==> config.mk <==
export PLATFORM = sky130hd
export DESIGN_NAME = mc_control_unit
export DESIGN_NICKNAME = d
export VERILOG_FILES = /design/src/rtl/cu_pkg.sv /design/src/rtl/cu_decoder.sv /design/src/rtl/mc_control_unit.sv
export SDC_FILE = /design/constraint.sdc
export NUM_CORES = 1
export LEC_CHECK = 0
export ABC_AREA = 1
export CAP_MARGIN = 10
export CORE_UTILIZATION = 42
export DETAILED_ROUTE_END_ITERATION = 12
export PLACE_DENSITY = 0.89
export SETUP_SLACK_MARGIN = 0.5
export SLEW_MARGIN = 30
export SYNTH_ARGS = -nofsm -noshare
export SYNTH_HDL_FRONTEND = slang
export SYNTH_HIERARCHICAL = 1
export SYNTH_SLANG_ARGS = --single-unit
==> constraint.sdc <==
create_clock -name CLK -period 1.6 [get_ports CLK]
set_clock_uncertainty 0.2 [all_clocks]
set_input_delay 0.16 -clock CLK [delete_from_list [all_inputs] [get_ports CLK]]
set_output_delay 0.16 -clock CLK [all_outputs]
set_load 0.03 [all_outputs]
==> src/rtl/cu_pkg.sv <==
// rtl/cu_pkg.sv - shared encodings for the multi-cycle control unit
// Purpose: state encodings, opcode values, ALU operation codes and the
//          instruction-class type used by cu_decoder and mc_control_unit.
// Ports:   none (package).
package cu_pkg;

  typedef enum logic [2:0] {
    S_IF   = 3'b000,
    S_ID   = 3'b001,
    S_EXE  = 3'b010,
    S_MEM  = 3'b011,
    S_WB   = 3'b100,
    S_HALT = 3'b101
  } state_t;

  localparam logic [5:0] OP_ADD  = 6'b000000;
  localparam logic [5:0] OP_SUB  = 6'b000001;
  localparam logic [5:0] OP_ADDI = 6'b000010;
  localparam logic [5:0] OP_OR   = 6'b010000;
  localparam logic [5:0] OP_AND  = 6'b010001;
  localparam logic [5:0] OP_ORI  = 6'b010010;
  localparam logic [5:0] OP_SLT  = 6'b100111;
  localparam logic [5:0] OP_SW   = 6'b110000;
  localparam logic [5:0] OP_LW   = 6'b110001;
  localparam logic [5:0] OP_BEQ  = 6'b110100;
  localparam logic [5:0] OP_BNE  = 6'b110101;
  localparam logic [5:0] OP_J    = 6'b111000;
  localparam logic [5:0] OP_HALT = 6'b111111;

  localparam logic [2:0] ALU_ADD = 3'b000;
  localparam logic [2:0] ALU_SUB = 3'b001;
  localparam logic [2:0] ALU_OR  = 3'b011;
  localparam logic [2:0] ALU_AND = 3'b100;
  localparam logic [2:0] ALU_SLT = 3'b110;

  typedef enum logic [2:0] {
    CL_ALU_R,
    CL_ALU_I,
    CL_LOAD,
    CL_STORE,
    CL_BRANCH,
    CL_JUMP,
    CL_HALT,
    CL_ILLEGAL
  } iclass_t;

endpackage

==> src/rtl/cu_decoder.sv <==
// rtl/cu_decoder.sv - opcode to instruction class and static datapath controls
// Purpose: purely combinational decode of the IR opcode.
// Ports:   opcode    - instruction opcode (IR[31:26])
//          iclass    - instruction class driving the sequencer
//          ext_sel   - 1 sign-extend, 0 zero-extend the immediate
//          alu_src_b - 1 immediate, 0 rt as ALU operand B
//          alu_op    - ALU operation code
//          reg_dst   - 1 rd, 0 rt as write-back register
// Config:  CU_JUMP_EN - decode 111000 as J; otherwise it is illegal.
module cu_decoder
  import cu_pkg::*;
#(
  parameter int OPW = 6
) (
  input  logic [OPW-1:0] opcode,
  output iclass_t        iclass,
  output logic           ext_sel,
  output logic           alu_src_b,
  output logic [2:0]     alu_op,
  output logic           reg_dst
);

  always_comb begin
    iclass    = CL_ILLEGAL;
    ext_sel   = 1'b0;
    alu_src_b = 1'b0;
    alu_op    = ALU_ADD;
    reg_dst   = 1'b0;
    case (opcode)
      OP_ADD:  begin iclass = CL_ALU_R; reg_dst = 1'b1; alu_op = ALU_ADD; end
      OP_SUB:  begin iclass = CL_ALU_R; reg_dst = 1'b1; alu_op = ALU_SUB; end
      OP_OR:   begin iclass = CL_ALU_R; reg_dst = 1'b1; alu_op = ALU_OR;  end
      OP_AND:  begin iclass = CL_ALU_R; reg_dst = 1'b1; alu_op = ALU_AND; end
      OP_SLT:  begin iclass = CL_ALU_R; reg_dst = 1'b1; alu_op = ALU_SLT; end
      OP_ADDI: begin iclass = CL_ALU_I; ext_sel = 1'b1; alu_src_b = 1'b1; alu_op = ALU_ADD; end
      OP_ORI:  begin iclass = CL_ALU_I; alu_src_b = 1'b1; alu_op = ALU_OR; end
      OP_LW:   begin iclass = CL_LOAD;  ext_sel = 1'b1; alu_src_b = 1'b1; alu_op = ALU_ADD; end
      OP_SW:   begin iclass = CL_STORE; ext_sel = 1'b1; alu_src_b = 1'b1; alu_op = ALU_ADD; end
      OP_BEQ,
      OP_BNE:  begin iclass = CL_BRANCH; ext_sel = 1'b1; alu_op = ALU_SUB; end
`ifdef CU_JUMP_EN
      OP_J:    iclass = CL_JUMP;
`endif
      OP_HALT: iclass = CL_HALT;
      default: ;
    endcase
  end

endmodule

==> src/rtl/mc_control_unit.sv <==
// rtl/mc_control_unit.sv - multi-cycle instruction sequencer for the MIPS-style CPU
// Purpose: steps each instruction through IF/ID/EXE/MEM/WB (or HALT) and drives
//          PC, IR, register-file, ALU and data-memory controls.
// Ports:   CLK, Reset (async, active-low); opcode, Zero in;
//          PCWre, PCSrc, IRWre, ExtSel, ALUSrcB, ALUOp, RegDst, RegWre,
//          MemRd, MemWr, DBDataSrc, Jump (CU_JUMP_EN only), state out.
// Config:  CU_JUMP_EN - adds the J instruction and the Jump port.
module mc_control_unit
  import cu_pkg::*;
#(
  parameter int OPW = 6
) (
  input  logic           CLK,
  input  logic           Reset,
  input  logic [OPW-1:0] opcode,
  input  logic           Zero,
  output logic           PCWre,
  output logic           PCSrc,
  output logic           IRWre,
  output logic           ExtSel,
  output logic           ALUSrcB,
  output logic [2:0]     ALUOp,
  output logic           RegDst,
  output logic           RegWre,
  output logic           MemRd,
  output logic           MemWr,
  output logic           DBDataSrc,
`ifdef CU_JUMP_EN
  output logic           Jump,
`endif
  output logic [2:0]     state
);

  state_t     cur_state, next_state;
  iclass_t    iclass;
  logic       dec_ext_sel, dec_alu_src_b, dec_reg_dst;
  logic [2:0] dec_alu_op;
  logic       is_bne;

  cu_decoder #(.OPW(OPW)) u_decoder (
    .opcode    (opcode),
    .iclass    (iclass),
    .ext_sel   (dec_ext_sel),
    .alu_src_b (dec_alu_src_b),
    .alu_op    (dec_alu_op),
    .reg_dst   (dec_reg_dst)
  );

  assign is_bne = (opcode == OP_BNE);
  assign state  = cur_state;

  always_ff @(posedge CLK or negedge Reset) begin
    if (!Reset) cur_state <= S_IF;
    else        cur_state <= next_state;
  end

  // PC controls depend only on the registered state, the decoded opcode and
  // Zero, so they settle early enough for the falling-edge PC capture.
  // Every output is gated by Reset so nothing leaks while reset is held.
  always_comb begin
    next_state = S_IF;
    PCWre      = 1'b0;
    PCSrc      = 1'b0;
    IRWre      = 1'b0;
    ExtSel     = 1'b0;
    ALUSrcB    = 1'b0;
    ALUOp      = 3'b000;
    RegDst     = 1'b0;
    RegWre     = 1'b0;
    MemRd      = 1'b0;
    MemWr      = 1'b0;
    DBDataSrc  = 1'b0;
`ifdef CU_JUMP_EN
    Jump       = 1'b0;
`endif

    case (cur_state)
      S_IF:  next_state = S_ID;
      S_ID: begin
        case (iclass)
          CL_HALT:               next_state = S_HALT;
          CL_JUMP, CL_ILLEGAL:   next_state = S_IF;
          default:               next_state = S_EXE;
        endcase
      end
      S_EXE: begin
        case (iclass)
          CL_BRANCH:             next_state = S_IF;
          CL_LOAD, CL_STORE:     next_state = S_MEM;
          default:               next_state = S_WB;
        endcase
      end
      S_MEM:  next_state = (iclass == CL_LOAD) ? S_WB : S_IF;
      S_WB:   next_state = S_IF;
      S_HALT: next_state = S_HALT;
      default: next_state = S_IF;
    endcase

    if (Reset) begin
      IRWre = (cur_state == S_IF);

      // One PCWre per instruction, in whichever state finishes it.
      PCWre = ((cur_state == S_ID)  && (iclass == CL_JUMP || iclass == CL_ILLEGAL)) ||
              ((cur_state == S_EXE) && (iclass == CL_BRANCH)) ||
              ((cur_state == S_MEM) && (iclass == CL_STORE)) ||
              (cur_state == S_WB);

      PCSrc = (cur_state == S_EXE) && (iclass == CL_BRANCH) && (is_bne ? !Zero : Zero);

      if (cur_state == S_ID || cur_state == S_EXE || cur_state == S_MEM || cur_state == S_WB) begin
        ExtSel  = dec_ext_sel;
        ALUSrcB = dec_alu_src_b;
        ALUOp   = dec_alu_op;
        RegDst  = dec_reg_dst;
      end

      RegWre    = (cur_state == S_WB);
      MemRd     = (cur_state == S_MEM) && (iclass == CL_LOAD);
      MemWr     = (cur_state == S_MEM) && (iclass == CL_STORE);
      DBDataSrc = (cur_state == S_WB)  && (iclass == CL_LOAD);
`ifdef CU_JUMP_EN
      Jump      = (cur_state == S_ID)  && (iclass == CL_JUMP);
`endif
    end
  end

endmodule

==> out/metrics.cfg, run 1 <==
[floorplanning]
die_h_um=40.6
ioPinCount=25
start_util_pct=46.8
die_w_um=40.6
rows=13

[run_status]
status=aborted with a tool error
stop_error=[ERROR DPL-0038] Utilization greater than 100%, impossible to legalize
lastStage=clock tree synthesis

[synthesis]
synth_nets=135
synth.largest_area_cell=inv_1
yosysMostFrequentCell=inv_1
yosys-top-cells-area=inv_1 (18%), nand2_1 (17%), nor2_1 (16%)
ys_seq_elements=3
async_reset_ff_share_pct=100
synth_cell_types=20
syn-cell-area_um2=624
synthCells=126
synthFlopType=dfrtp_1
ys_seq_area_share_pct=12.0
synth_top_area_share_pct=18.0
ys_top_cells_by_count=inv_1 (30), nand2_1 (28), nor2_1 (26), nand3_1 (14)
synth-edff-count=0
synth_warnings=6
avgSynthCellArea_um2=4.96

[clock_tree]
cts.path.max_buffers=2
cts_root_buf=clkbuf_4
postCtsHoldBufs=0
cts_resized=96
cts_buffers=3
cts.sinks=3
htreeDepth=1
post_cts_buffers=12

[placed_design]
post-dp-hpwl_um=1970
dp_slack_ns=-0.899
portBuffers=24
gp_congestion=0.842

metrics by stage:
stage | area, µm² | hold slack (ns) | std cells
3_5_place_dp | 1200 | 0.359 | 188
3_3_place_gp | 1200 | 0.332 | 188
2_1_floorplan | 803 | -0.336 | 126
cell families after synthesis:
logic type	Yosys count	synth area share, %
compound gates	9	9.02
buf+inv	32	19.2
flops	3	12.0
simple gates	82	59.7
==> run 2: changes to the inputs <==
Settings changed: CORE_AREA set to 2 2 63 65, CORE_UTILIZATION 42 to not set, DIE_AREA set to 0 0 65 67, PLACE_DENSITY 0.89 to not set, PLACE_DENSITY_LB_ADDON set to 0.15, SETUP_SLACK_MARGIN 0.5 to not set.
==> out/metrics.cfg, run 2 <==
[timing]
max_freq_mhz=546
report.final.slew_viol_count=0
finalSetupViolations=12
setup_ws_ns=-0.231
rsz0062_at_grt=true
tns_ns=-1.82
finalCritPeriodShare_pct=114
slew-limit-headroom_pct=76.9
tightest_slew_ns=0.344
hold_viol=0
min_period_ns=1.83

[finish]
largest_reg_flops=3
n_antenna_cell=0
nNetsFinal=198
fin_util_pct=42.7
syn_to_final_growth_pct=146
layout_commonest_cell=buf_4
final_layout_size_suffix_gt1_share_pct=61.2
final_cell_mix=buf_4 (31), inv_1 (22), buf_6 (21)

[floorplanning]
core-area_um2=3610
die_w_um=65
die_h_um=67
ioPinCount=25
rows=22
die_area_um2=4360
start_util_pct=17.3

[pwr]
p_leak_nw=0.747
p_per_area_nw_per_um2=845
p_total_mw=1.30
vdd_ir_drop_max_uv=334

[synthesis]
async_reset_ff_share_pct=100
synthCells=126
synth-edff-count=0
ys_top_cells_by_count=inv_1 (30), nand2_1 (28), nor2_1 (26), nand3_1 (14)
synth_top_area_share_pct=18.0
synth_nets=135
avgSynthCellArea_um2=4.96
syn-cell-area_um2=624
ys_seq_area_share_pct=12.0
synthFlopType=dfrtp_1
synth.largest_area_cell=inv_1
yosys-top-cells-area=inv_1 (18%), nand2_1 (17%), nor2_1 (16%)
synth_cell_types=20
yosysMostFrequentCell=inv_1
ys_seq_elements=3
synth_warnings=6

[placed_design]
portBuffers=24
gp_congestion=0.825
post-dp-hpwl_um=1680

[worst_setup_path]
start_kind=input port
rrSetupSlack_ns=0.26
worstPathArrival_ns=1.47
r2r_end=state[2]$_DFF_PN0_
r2r-start=state[2]$_DFF_PN0_
reg2reg_depth=5
crit_type=in2out
worstSetupEndpointType=output port
cp_max_fo=5
required_ns=1.24

[drt]
wl_um=2370
vias=966
dr.pass1.iters=4
vias_per_cell=4.09
drtAntennaViolNets=0
drt_iter0_markers=42
drc_errors=0
wl_per_cell_um=10.0

[global_route]
busiest_layer=met2
grt_start_max_net_pins=8
grt_pass1_wl_um=3850
grt_pass1_vias=912
gr-total-overflow=0
grt_usage_pct=11.0
met1_usage_pct=13.1
grt_util_met3_pct=1.35
antenna_found_initial=0
met2_usage_pct=21.3

[run_status]
violations=setup timing
status=finished, violations left

[clock_tree]
clk_latency_ns=0.21
cts.sinks=3
htreeDepth=1
clk_pin_slew_ns=0.03
cts_root_buf=clkbuf_8
cts_tree=done
cts.path.max_buffers=2
cts_buffers=3

[min_path]
hold_path_class=in2async

[flow_run]
maxCapViolations=0

==> run 2: cell counts after synthesis <==
No cell type changed its count.
==> run 2: worst max-delay path: stages <==
cell	delay [ns]
buf_12	0.11
nor2_4	0.15
nand2_1	0.07
nor2_1	0.13
nor2_2	0.07
nand3_4	0.13
nand2_4	0.09
inv_4	0.09
nand3_4	0.06
inv_2	0.06
nand2_1	0.04
nand2_1	0.05
nand2_1	0.06
nand2_2	0.06
buf_6	0.12
==> run 2: cell families after synthesis <==
family | synth area share, %
flops | 12.0
buf+inv | 19.2
compound gates | 9.02
simple gates | 59.7
==> run 2: area by class of cell <==
type / count / area [µm²]
well taps: 48 / 60.1
flip-flops and latches: 3 / 78.8
multi-input cells: 91 / 687
repair buffers: 58 / 536
fillers: 383 / 2070
inverters: 32 / 133
clock buffers: 4 / 45.0
==> run 2: per-stage QoR <==
stage | instances | instance area [µm²] | setup slack (ns) | hold WS (ns)
6_report | 236 | 1540 | -0.231 | 0.183
5_1_grt | 236 | 1540 | -0.353 | 0.206
4_1_cts | 232 | 1420 | -0.294 | 0.186
3_5_place_dp | 219 | 1130 | -0.853 | 0.398
3_3_place_gp | 219 | 1130 | -0.831 | 0.404
2_1_floorplan | 126 | 709 | -0.0531 | -0.336
==> run 2: repair_timing <==
| item | in CTS | in global routing |
|---|---|---|
| setup buffers | 9 | 5 |
| resized for setup | 82 | 27 |
| hold buffers | 0 | 0 |
| pin swaps | 21 | 22 |
| cloned | 0 | 0 |
| endpoints found under the setup margin | 18 | 16 |
==> run 2: worst max path at each step <==
stage          startpoint  slack (ns)     to  depth (start not counted)
6_report        opcode[2]       -0.23  PCWre                         15
5_1_grt         opcode[2]       -0.35  PCSrc                         13
4_1_cts         opcode[2]       -0.29  PCWre                         14
3_5_place_dp    opcode[1]       -0.85  MemRd                         12
3_3_place_gp    opcode[1]       -0.83  MemRd                         12
2_1_floorplan   opcode[5]       -0.05  MemRd                         10
==> run 2: power by group <==
group | switching [mW] | leakage (nW) | internal (mW)
combinational | 0.510 | 0.689 | 0.385
sequential | 0.0757 | 0.0348 | 0.113
clock | 0.0475 | 0.0228 | 0.170
total | 0.633 | 0.747 | 0.668
==> run 2: per-layer routing <==
metal	part of all wire, %	wire length [µm]
met1	44	1040
met2	53	1260
met3	2.9	68
met4	0	0
met5	0	0
(Power assumes the default switching activity.)
